## src/rtl/aca_correct_pkg.sv

```systemverilog
// Shared definitions for the almost-correct adder recovery stage:
// FSM state encoding plus window-count derivation and parameter legality.
package aca_correct_pkg;

  typedef enum logic [1:0] {
    IDLE,
    FIX,
    DONE
  } state_t;

  function automatic int aca_nwin(input int width, input int window);
    return width / window;
  endfunction

  function automatic bit aca_params_legal(input int width, input int window);
    return (window > 0) && ((width % window) == 0) && ((width / window) >= 2);
  endfunction

endpackage

```

## src/rtl/aca_window_gp.sv

```systemverilog
// One adder window: group generate/propagate and the window sum for a given
// carry-in.
module aca_window_gp #(
  parameter int WINDOW = 4
) (
  input  logic [WINDOW-1:0] a,
  input  logic [WINDOW-1:0] b,
  input  logic              cin,
  output logic              gg,
  output logic              gp,
  output logic [WINDOW-1:0] sum
);

  logic [WINDOW:0] raw;

  // Group generate is the window's own carry-out with a zero carry-in.
  assign raw = {1'b0, a} + {1'b0, b};
  assign gg  = raw[WINDOW];
  assign gp  = &(a ^ b);
  assign sum = a + b + WINDOW'(cin);

endmodule

```

## src/rtl/aca_correct.sv

```systemverilog
// Variable-latency recovery stage for the windowed almost-correct adder:
// speculative sum in one cycle, exact carry walk one window per cycle on error.
module aca_correct
  import aca_correct_pkg::*;
#(
  parameter int WIDTH  = 16,
  parameter int WINDOW = 4
) (
  input  logic             clk,
  input  logic             rst_n,
  input  logic             in_valid,
  output logic             in_ready,
  input  logic [WIDTH-1:0] a,
  input  logic [WIDTH-1:0] b,
  input  logic             cin,
  output logic             out_valid,
  input  logic             out_ready,
  output logic [WIDTH-1:0] sum,
  output logic             cout,
  output logic             err_det
);

  localparam int NWIN = aca_nwin(WIDTH, WINDOW);
  localparam int IW   = $clog2(NWIN);
  localparam logic [IW-1:0] LAST_IDX = IW'(NWIN - 1);

  if (!aca_params_legal(WIDTH, WINDOW)) begin : g_param_check
    $error("aca_correct: WIDTH must be a multiple of WINDOW with at least two windows");
  end

  logic [NWIN-1:0]              gg, gp, c_spec;
  logic [NWIN-1:0][WINDOW-1:0]  spec_sum;
  logic                         spec_err, spec_cout;

  state_t                       state_q, state_d;
  logic [NWIN-1:0][WINDOW-1:0]  sum_q, sum_d;
  logic [NWIN-1:0]              gg_q, gg_d, gp_q, gp_d, cspec_q, cspec_d;
  logic                         carry_q, carry_d, cout_q, cout_d, err_q, err_d;
  logic [IW-1:0]                idx_q, idx_d, prev_idx;
  logic                         fix_carry;

  // Speculation: each window takes the previous window's generate as carry-in.
  assign c_spec = {gg[NWIN-2:0], cin};

  for (genvar i = 0; i < NWIN; i++) begin : g_win
    aca_window_gp #(.WINDOW(WINDOW)) u_win (
      .a   (a[i*WINDOW +: WINDOW]),
      .b   (b[i*WINDOW +: WINDOW]),
      .cin (c_spec[i]),
      .gg  (gg[i]),
      .gp  (gp[i]),
      .sum (spec_sum[i])
    );
  end

  // A propagating window fed by a live speculative carry is the first miss.
  assign spec_err  = |(gp[NWIN-2:0] & c_spec[NWIN-2:0]);
  assign spec_cout = gg[NWIN-1] | (gp[NWIN-1] & c_spec[NWIN-1]);

  assign prev_idx  = idx_q - IW'(1);
  assign fix_carry = gg_q[prev_idx] | (gp_q[prev_idx] & carry_q);

  always_comb begin
    state_d = state_q;
    sum_d   = sum_q;
    gg_d    = gg_q;
    gp_d    = gp_q;
    cspec_d = cspec_q;
    carry_d = carry_q;
    idx_d   = idx_q;
    cout_d  = cout_q;
    err_d   = err_q;
    case (state_q)
      IDLE: begin
        if (in_valid) begin
          sum_d   = spec_sum;
          gg_d    = gg;
          gp_d    = gp;
          cspec_d = c_spec;
          carry_d = cin;
          idx_d   = IW'(1);
          cout_d  = spec_cout;
          err_d   = spec_err;
          state_d = spec_err ? FIX : DONE;
        end
      end
      FIX: begin
        if (fix_carry && !cspec_q[idx_q]) begin
          sum_d[idx_q] = sum_q[idx_q] + WINDOW'(1);
        end
        carry_d = fix_carry;
        idx_d   = idx_q + IW'(1);
        if (idx_q == LAST_IDX) begin
          cout_d  = gg_q[NWIN-1] | (gp_q[NWIN-1] & fix_carry);
          state_d = DONE;
        end
      end
      DONE: begin
        if (out_ready) begin
          state_d = IDLE;
        end
      end
      default: state_d = IDLE;
    endcase
  end

  always_ff @(posedge clk or negedge rst_n) begin
    if (!rst_n) begin
      state_q <= IDLE;
      sum_q   <= '0;
      gg_q    <= '0;
      gp_q    <= '0;
      cspec_q <= '0;
      carry_q <= 1'b0;
      idx_q   <= '0;
      cout_q  <= 1'b0;
      err_q   <= 1'b0;
    end else begin
      state_q <= state_d;
      sum_q   <= sum_d;
      gg_q    <= gg_d;
      gp_q    <= gp_d;
      cspec_q <= cspec_d;
      carry_q <= carry_d;
      idx_q   <= idx_d;
      cout_q  <= cout_d;
      err_q   <= err_d;
    end
  end

  assign in_ready  = (state_q == IDLE);
  assign out_valid = (state_q == DONE);
  assign sum       = sum_q;
  assign cout      = cout_q;
  assign err_det   = err_q;

endmodule

```

## config.mk

```make
export PLATFORM = sky130hd
export DESIGN_NAME = aca_correct
export DESIGN_NICKNAME = d
export VERILOG_FILES = /design/src/rtl/aca_correct_pkg.sv /design/src/rtl/aca_window_gp.sv /design/src/rtl/aca_correct.sv
export SDC_FILE = /design/constraint.sdc
export NUM_CORES = 1
export LEC_CHECK = 0
export ABC_AREA = 0
export BUFFER_PORTS_ARGS = -buffer_cell sky130_fd_sc_hd__clkbuf_2
export CORE_UTILIZATION = 49
export CTS_CLUSTER_DIAMETER = 60
export DETAILED_ROUTE_END_ITERATION = 10
export GPL_TIMING_DRIVEN = 1
export PLACE_DENSITY = 0.76
export SETUP_SLACK_MARGIN = 0.3
export SLEW_MARGIN = 40
export SYNTH_ARGS = -nofsm -noshare
export SYNTH_HDL_FRONTEND = slang
export SYNTH_SLANG_ARGS = --single-unit
```

## constraint.sdc

```tcl
create_clock -name clk -period 2.1 [get_ports clk]
set_input_delay 0.105 -clock clk [delete_from_list [all_inputs] [get_ports clk]]
set_output_delay 0.105 -clock clk [all_outputs]
set_load 0.01 [all_outputs]
```

# Word level (Yosys, flattened, before mapping)

Cells that the tools add are included.
Widths: inputs -> output; s select.

$add $sub $neg: 15
Magnitude comparators: 3
Eq/ne operators: 7
Mux-type cells: 26
Bitwise logic cells: 11
Reduce and logical (&&, ||, !) cells: 15

Operator list:

| operator            | number |
|---|---|
| $mux 16             | 2 |
| $pmux 16 s2         | 1 |
| $add 4x4->5         | 4 |
| $add 4x1->4         | 4 |
| $add 4x4->4         | 4 |
| $bwmux 16           | 1 |
| $reduce_and 4->1    | 4 |
| $xor 4x4->4         | 4 |
| $mux 2              | 5 |
| $reduce_and 3->1    | 3 |
| $bmux 4 s2          | 1 |
| $demux 4 s2         | 1 |
| $mux 4              | 2 |
| $bmux 1 s2          | 3 |
| $lt 2x3->1 const B  | 2 |
| $mux 1              | 6 |
| $ne 2x2->1 const B  | 3 |
| $pmux 2 s3          | 1 |
| $add 4x1->4 const B | 1 |
| $eq 2x2->1 const B  | 2 |
| $pmux 1 s2          | 2 |
| $pmux 2 s2          | 1 |
| $reduce_and 2->1    | 2 |
| $and 1x1->1         | 3 |
| 12 further kinds    | 15 |

Flip-flop bits (word level): 35
Input bits: 37
Output and inout bits: 20
Word-level logic and storage cells: 89

# Longest topological paths before layout

Gate-level depths: netlist (run 1).

Depth after elaboration: 9
Depth in mapped cells: 10
Gate-level depth less buffers: 10

# By module

From an unflattened synthesis (run 1), not the netlist that was laid out.

Cells, all modules: 262
Area, all modules: 2453.6 um^2

By module, submodules not included:

| module                              | instances | cells an instance | area each (um^2) | seq. area each (um^2) |
|---|---|---|---|---|
| aca_correct                         | 1         | 180               | 1773.0           | 800.8 |
| aca_window_gp at g_win[0].u_win ... | 2         | 21                | 171.4            | 0.0 |
| aca_window_gp at g_win[1].u_win ... | 2         | 20                | 168.9            | 0.0 |

# Worst setup path after synthesis (run 1)

OpenSTA, ideal clock, no wires.

Path kind: input -> register
Start: input a[5]
End: register sum_q (netlist bit sum[10])
Library setup time: 0.125 ns
Arrival: 2.160 ns
Data required time: 1.975 ns
Slack: -0.185 ns
Stages on the path: 9
Path buffers: 0
Path through: ha_1 -> a21o_1 -> a21o_1 -> a21o_1 -> fa_1 -> fa_1 -> xnor2_1 -> o22ai_1 -> mux2_2

Word-level cells in the longest chain between the ends: 4

Ends and longest elaborated chain:

| item                  | RTL line            | text |
|---|---|---|
| from (decl)           | aca_correct.sv:13   | `input logic [WIDTH-1:0] a,` |
| $add 4x4->5           | aca_window_gp.sv:17 | `assign raw = {1'b0, a} + {1'b0, b};` |
| net g_win[1].u_win.gg | aca_window_gp.sv:9  | `output logic gg,` |
| $add 4x1->4           | aca_window_gp.sv:20 | `assign sum = a + b + WINDOW'(cin);` |
| $mux 16               | aca_correct.sv:75   | `if (in_valid) begin` |
| $pmux 16 s2           | aca_correct.sv:73   | `case (state_q)` |
| to (signal assigned)  | aca_correct.sv:120  | `sum_q <= sum_d;` |
| to (decl)             | aca_correct.sv:36   | `logic [NWIN-1:0][WINDOW-1:0] sum_q, sum_d;` |

The timed path passes the listed nets, and every way through them passes these cells. The select of a mux whose other input is x is not followed.
A chain may end at the register's enable or synchronous reset.

# Final worst setup path (run 1)

Start: register idx_q[0]
End: register sum_q (netlist bit sum[15])

Word-level cells in the longest chain between the ends: 8
Elaborated cells on any way between the ends: 24
Those cells by class: add/sub (2); order compare (2); eq/ne (1); mux (13); bitwise (2); reduce/logical (4)

Ends and longest elaborated chain:

| item                              | RTL line           | text |
|---|---|---|
| from (decl)                       | aca_correct.sv:39  | `logic [IW-1:0] idx_q, idx_d, prev_idx;` |
| from (signal assigned)            | aca_correct.sv:125 | `idx_q <= idx_d;` |
| $sub 2x1->2                       | aca_correct.sv:60  | `assign prev_idx = idx_q - IW'(1);` |
| $bmux 1 s2                        | aca_correct.sv:61  | `assign fix_carry = gg_q[prev_idx] \| (gp_q[prev_idx] & carry_q);` |
| $mux 1 (implied by the code)      | aca_correct.sv:61  |  |
| $and 1x1->1                       | aca_correct.sv:61  |  |
| $or 1x1->1                        | aca_correct.sv:61  |  |
| $logic_and 1x1->1                 | aca_correct.sv:88  | `if (fix_carry && !cspec_q[idx_q]) begin` |
| $ne 2x2->1 (no source line)       | --                 |  |
| $reduce_and 3->1 (no source line) | --                 |  |

Several ways; a longest one is shown, not always the timed one. The select of a mux whose other input is x is not followed.

==> flow_summary.yaml, run 1 <==
clock_tree:
  clkSlewWorstSetupHoldPaths_ns: 0.07
  clk_latency_ns: 0.29
  cts_buffers: 5
  root_buffer: "clkbuf_8"
  clk_path_buf_depth: 2
  clkSinkCount: 32
  cts_tree: "built"
  h-tree-depth: 2
setup_path:
  cp-end-kind: "flop"
  required_ns: 2.28
  crit_fanout: 7
  crit_type: "reg2reg"
  critPathArrivalTime_ns: 2.28
  cp-start-kind: "flop"
sta:
  slew_headroom_pct: 52.0
  setup_violations: 2
  report.final.slew_viol_count: 0
  worst_pin_slew_ns: 0.720
  hold_viol_final: 0
  rsz0062_at_grt: "true"
  finalCritPeriodShare_pct: 100
  finalWorstSetupSlack_ns: -0.00824
  fin_tns_setup_ns: -0.0160
  fmax_mhz: 474
  fin_crit_ns: 2.11
  skew_ns: 0.00238
route:
  route.met2.wl_um: 3550
  route.detailed.drc: 0
  drt_iter0_drc: 130
  final_antenna_net_count: 0
  vias: 2242
  wl_um: 6800
  via_per_inst: 5.47
  post_drt_wl_per_cell_um: 16.6
  dr.pass1.iters: 4
  wl_met3_um: 287
  wl_met1_um: 2830
  top_layer: "met4"
global_route:
  grt_pass1_vias: 2240
  grt-ovfl-total: 0
  track_usage_pct: 27.1
  grt_antenna_before_repair: 0
  grt_max_degree: 33
  grt_pass1_wl_um: 10700
synthesis:
  synth_top_area_share_pct: 32.3
  yosys_warnings: 0
  synth_ff_type: "dfrtp_1"
  syn-num-nets: 310
  synth-seq-area-share_pct: 32.3
  yosysTopAreaCell: "dfrtp_1"
  synth_cell_types: 39
  synth_area_leaders: "dfrtp_1, ha_1, mux2_2, nand2_1, fa_1"
  yosysMostFrequentCell: "nand2_1"
  ys_async_sr_fraction_pct: 100
  syn_inst: 244
  yosys-top-cells-count: "nand2_1, dfrtp_1, ha_1, mux2_2, nor2_1"
  synth_edf_count: 0
  ys_ff_latch: 32
  syn-cell-area_um2: 2480
  synth_area_per_cell_um2: 10.2
die:
  initial_core_util_pct: 51.8
  fp.dieH_um: 73.2
  row_count: 25
  core_area_um2: 4790
  io-pin-count: 57
  die-area_um2: 5350
  die_w_um: 73.2
place:
  port_buffers: 56
  postPlaceCellArea_um2: 3160
  gp_congestion: 0.827
  hpwlAfterDp_um: 5060
cells_and_area:
  diodes: 0
  nNetsFinal: 408
  areaGrowthSynthToFinish_pct: 38.7
  layout-drive-gt1-share_pct: 46.6
  final_core_util_pct: 71.9
  final_cell_area_um2: 3440
power:
  seqPwrFrac_pct: 26.4
  p_sw_share_pct: 38.7
  comb_power_share_pct: 58.5
  p_clk_share_pct: 15.0
  p_switching_w: 0.00167
  ir_drop_mv: 0.702
  leakagePower_nw: 1.70
  p_per_area_nw_per_um2: 1260
  internal-power_w: 0.00265
run_status:
  outcome: "finished with violations"
  violations: "negative setup slack"
hold_path:
  hold_class: "in2reg"
run:
  cap_violations: 0
-- worst paths after layout --
check | startpoint | to | slack, ns | cells after the start
worst max-delay path | idx_q[0]$_DFFE_PN0P_ | sum[15]$_DFFE_PN0P_ | -0.008 | 7
worst min-delay path | out_ready | state_q[1]$_DFFE_PN0P_ | 0.10 | 3
worst max register to register | idx_q[0]$_DFFE_PN0P_ | sum[15]$_DFFE_PN0P_ | -0.008 | 7
worst min register to register | gp_q[0]$_DFFE_PN0P_ | gp_q[0]$_DFFE_PN0P_ | 0.48 | 2
max in group asynchronous | rst_n | idx_q[1]$_DFFE_PN0P_ | 1.19 | 2
min in group asynchronous | rst_n | sum[0]$_DFFE_PN0P_ | 0.40 | 2
-- through the flow --
stage,worst slack (ns),hold WS [ns],std cells,power (W)
CTS,0.0551,0.0966,405,0.00413
detailed placement,-0.270,0.219,392,0.00327
finish,-0.00824,0.101,410,0.00432
floorplan,-0.0509,-0.191,244,0.00256
global route,-0.0508,0.100,410,0.00456
global placement,-0.200,0.212,392,0.00322
-- registers in the layout, summed over array words and instances, names as in the netlist --
register / cells
cout: 1
state_q: 2
gp_q: 4
cspec_q: 1
gg_q: 4
err_det: 1
sum: 16
carry_q: 1
idx_q: 2
-- power by group through the flow --
stage / clock network [W] / registers (W) / logic [W]
after detailed placement: 0 / 0.00114 / 0.00213
after floorplan: 0 / 0.00114 / 0.00142
final: 0.000650 / 0.00114 / 0.00253
after global placement: 0 / 0.00113 / 0.00209
after CTS: 0.000656 / 0.00113 / 0.00234
after global routing: 0.000681 / 0.00117 / 0.00271
-- worst max-delay path: stages (launching register included) --
cell and delay (ns):
dfrtp_1 0.38, buf_6 0.16, buf_4 0.13, mux4_2 0.53, and2_4 0.19, mux2i_4 0.22
o31ai_2 0.11, mux2_4 0.27
-- routing by layer --
metal,track usage (%),vias to the layer above
li1,-,1060
met1,32.6,1094
met2,48.6,76
met3,4.83,12
met4,8.93,0
met5,0,-
-- cell families (layout without fill, tap and decap cells) --
logic type,after synthesis,count (layout),synth area share [%]
and+or+nand+nor,79,79,14.3
AOI/OAI and AO/OA,51,51,14.6
DFF,32,32,32.3
adders and majority gates,29,29,17.0
muxes,26,26,14.9
buffers and inverters,20,119,4.34
xor gates and xnor gates,7,7,2.47
-- timing repair --
item / 4_1_cts / 5_1_grt
pin swaps: 5 / 5
setup endpoints to repair: 17 / 18
setup buffers: 4 / 5
hold buffers: 1 / 0
resized for setup: 9 / 11
hold endpoints to repair: 32 / 0
-- final cells by class --
cell class                      instances  area (um2)
Clock buffer                            7        96.3
Clock inverter                          1        30.0
Fill cell                             351        1340
Inverter                               12        48.8
Multi-Input combinational cell        192        1770
Sequential cell                        32         802
Tap cell                               67        83.8
Timing Repair Buffer                   99         613
-- layout by cell type (no fill, tap or decap), types with 4 or more instances in the layout --
cell / instances
nor2_1: 14
buf_4: 40
nand3_1: 5
a21o_1: 5
fa_1: 4
o21a_1: 5
o22ai_1: 6
clkbuf_2: 55
clkbuf_8: 7
mux2_4: 16
o21ai_0: 9
ha_1: 16
dfrtp_1: 31
ha_4: 5
mux4_2: 5
inv_1: 10
fa_2: 4
a21oi_1: 7
nand2_1: 44
mux2i_1: 4
a21oi_4: 4
Note: power is estimated with default switching activity, not from simulation.
==> run 2: changes to the inputs <==
--- a/config.mk
+++ b/config.mk
@@ -11,9 +11,10 @@
 export CTS_CLUSTER_DIAMETER = 60
 export DETAILED_ROUTE_END_ITERATION = 10
 export GPL_TIMING_DRIVEN = 1
-export PLACE_DENSITY = 0.76
+export PLACE_DENSITY = 0.77
 export SETUP_SLACK_MARGIN = 0.3
 export SLEW_MARGIN = 40
 export SYNTH_ARGS = -nofsm -noshare
 export SYNTH_HDL_FRONTEND = slang
+export SYNTH_HIERARCHICAL = 1
 export SYNTH_SLANG_ARGS = --single-unit
==> run 2 against run 1 <==
  * The flow still finishes with violations (negative setup slack)
  * Clock skew rose by 0.0040 ns
  * Synthesized cell count rose by 7.4%
  * Via count rose by 4.1%
  * Flip-flop and latch count did not move
  * Final cell count rose by 3.9%
  * Critical endpoint is now sum[7]$_DFFE_PN0P_
==> flow_summary.yaml, run 2 <==
place:
  dp_slack_ns: -0.311
  hpwlAfterDp_um: 5130
  port_buffers: 56
  gp_congestion: 0.886
setup_path:
  path_delay_family: "compound AO/OA/AOI/OAI gates"
  crit_type: "reg2reg"
  critPathArrivalTime_ns: 2.33
  crit_fanout: 5
  cp_slowest_stage_delay_ns: 0.46
  worst-path-buf-inv: 1
  cp-end-kind: "flop"
  worst_path_max_delay_cell: "dfrtp_2"
  cp-start-kind: "flop"
  required_ns: 2.27
  crit_chain: "inv_4, ha_4, mux2i_1, mux2_4, a211oi_4, o22ai_2, a221o_1"
cells_and_area:
  final_cell_mix: "clkbuf_2, nand2_1, buf_4"
  areaGrowthSynthToFinish_pct: 33.4
  largest_reg_flops: 16
  nNetsFinal: 424
  layout-drive-gt1-share_pct: 36.5
  diodes: 0
  final_common_cell: "clkbuf_2"
global_route:
  grt_pass1_wl_um: 10800
  grt_antenna_before_repair: 0
  grt-ovfl-total: 0
  grt_pass1_vias: 2303
  track_usage_pct: 27.0
  grt_max_degree: 33
clock_tree:
  root_buffer: "clkbuf_8"
  clk_path_buf_depth: 2
  clk_latency_ns: 0.29
  clkSlewWorstSetupHoldPaths_ns: 0.07
  clkSinkCount: 32
  cts_buffers: 5
  h-tree-depth: 2
  cts_tree: "built"
sta:
  finalCritPeriodShare_pct: 103
  finalWorstSetupSlack_ns: -0.0532
  slew_headroom_pct: 52.9
  hold_viol_final: 0
  fin_crit_ns: 2.15
  skew_ns: 0.00638
  report.final.slew_viol_count: 0
  setup_violations: 11
  worst_pin_slew_ns: 0.707
  fmax_mhz: 464
  rsz0062_at_grt: "true"
  holdWs_ns: 0.0406
route:
  wl_met3_um: 409
  final_antenna_net_count: 0
  route.detailed.drc: 0
  wl_um: 6550
  vias: 2334
  via_per_inst: 5.48
  dr.pass1.iters: 4
  wl_met1_um: 2820
  post_drt_wl_per_cell_um: 15.4
  route.met2.wl_um: 3140
  top_layer: "met4"
  drt_iter0_drc: 155
synthesis:
  synth_cell_types: 39
  synth-simple-area-share_pct: 13.9
  synthMuxAreaShare_pct: 7.14
  syn-num-nets: 328
  synth_ff_type: "dfrtp_1"
  ys_async_sr_fraction_pct: 100
  synth-xor-area-share_pct: 3.57
  synth_area_leaders: "dfrtp_1, ha_1, fa_1, a21oi_1, nand2_1"
  yosysTopAreaCell: "dfrtp_1"
  synth_area_per_cell_um2: 9.36
  syn-cell-area_um2: 2450
  ys_ff_latch: 32
  synth_top_family_by_area: "compound AO/OA/AOI/OAI gates"
  synth_top_area_share_pct: 32.6
  yosys-top-cells-count: "nand2_1, dfrtp_1, a21oi_1, inv_1, nor2_1"
  syn_inst: 262
  synth-seq-area-share_pct: 32.6
  synth_compound_area_share_pct: 20.1
  yosys_warnings: 6
  yosysMostFrequentCell: "nand2_1"
  synthAdderAreaFrac_pct: 17.2
  synth_edf_count: 0
power:
  ir_drop_mv: 0.392
  p_per_area_nw_per_um2: 1130
  leakagePower_nw: 1.67
  finalPower_w: 0.00371
die:
  die-area_um2: 5290
  core_area_um2: 4790
  row_count: 25
  initial_core_util_pct: 51.3
  fp.dieH_um: 72.8
  die_w_um: 72.8
  io-pin-count: 57
hold_path:
  hold_class: "in2reg"
run_status:
  violations: "negative setup slack"
  outcome: "finished with violations"
run:
  cap_violations: 0
[run 2: changes by cell type in the layout (fill, tap and decap cells not counted), moves of 5 or more]
cell / previous run / this run
mux2_4: 16 / 1
xor2_1: 2 / 7
nor2_1: 14 / 22
o22a_1: 0 / 12
a21oi_1: 7 / 28
o21ai_0: 9 / 2
inv_1: 10 / 22
[run 2: per-layer routing]
metal / vias to the layer above / GRT usage (%)
met1: 1096 / 35.3
met3: 19 / 5.80
li1: 1120 / -
met2: 99 / 43.8
met5: - / 0
met4: 0 / 10.5
[run 2: final cells by class]
cell class	instances	area (um2)
flip-flops and latches	32	802
repair buffers	97	594
well taps	67	83.8
inverters	24	92.6
clock buffers	6	82.6
fillers	397	1510
multi-input cells	198	1600
clock inverters	2	15.0
[run 2: metrics by stage]
stage | area (um2) | utilization, % | instances | TNS, ns
6_report | 3270 | 68.4 | 426 | -0.279
2_1_floorplan | 2490 | - | 262 | -0.203
4_1_cts | 3250 | 67.8 | 425 | -0.0271
5_1_grt | 3270 | 68.4 | 426 | -0.708
3_5_place_dp | 3070 | 64.2 | 412 | -3.66
3_3_place_gp | 3070 | 64.2 | 412 | -2.43
[run 2: power by group]
| part | total, W | internal (W) | switching [W] |
|---|---|---|---|
| logic | 0.00210 | 0.00102 | 0.00108 |
| clock network | 0.000505 | 0.000265 | 0.000240 |
| registers | 0.00110 | 0.000879 | 0.000222 |
| total | 0.00371 | 0.00216 | 0.00155 |
[run 2: path summary, 6_finish.rpt]
path / slack [ns] / to / cells past startpoint / from
setup / recovery: -0.05 / sum[7]$_DFFE_PN0P_ / 7 / idx_q[0]$_DFFE_PN0P_
hold / removal: 0.04 / state_q[1]$_DFFE_PN0P_ / 2 / out_ready
setup reg to reg: -0.05 / sum[7]$_DFFE_PN0P_ / 7 / idx_q[0]$_DFFE_PN0P_
hold reg to reg: 0.48 / cspec_q[0]$_DFFE_PN0P_ / 2 / cspec_q[0]$_DFFE_PN0P_
max in group asynchronous: 1.21 / idx_q[0]$_DFFE_PN0P_ / 2 / rst_n
min in group asynchronous: 0.40 / sum[11]$_DFFE_PN0P_ / 2 / rst_n
[run 2: cell families after synthesis]
| kind of cell | count (synthesis) |
|---|---|
| fa+ha+maj | 29 |
| xor+xnor | 10 |
| mux | 10 |
| simple gates | 77 |
| buf+inv | 33 |
| compound gates | 71 |
| flops | 32 |
[run 2: repair_timing]
action                                  in CTS  in global routing
gates resized for setup                     11                  7
pin swaps                                   11                  7
endpoints found under the setup margin      18                 17
hold endpoints to repair                    32                  0
gates cloned                                 0                  1
buffers inserted                             4                  0
hold buffers                                 1                  0
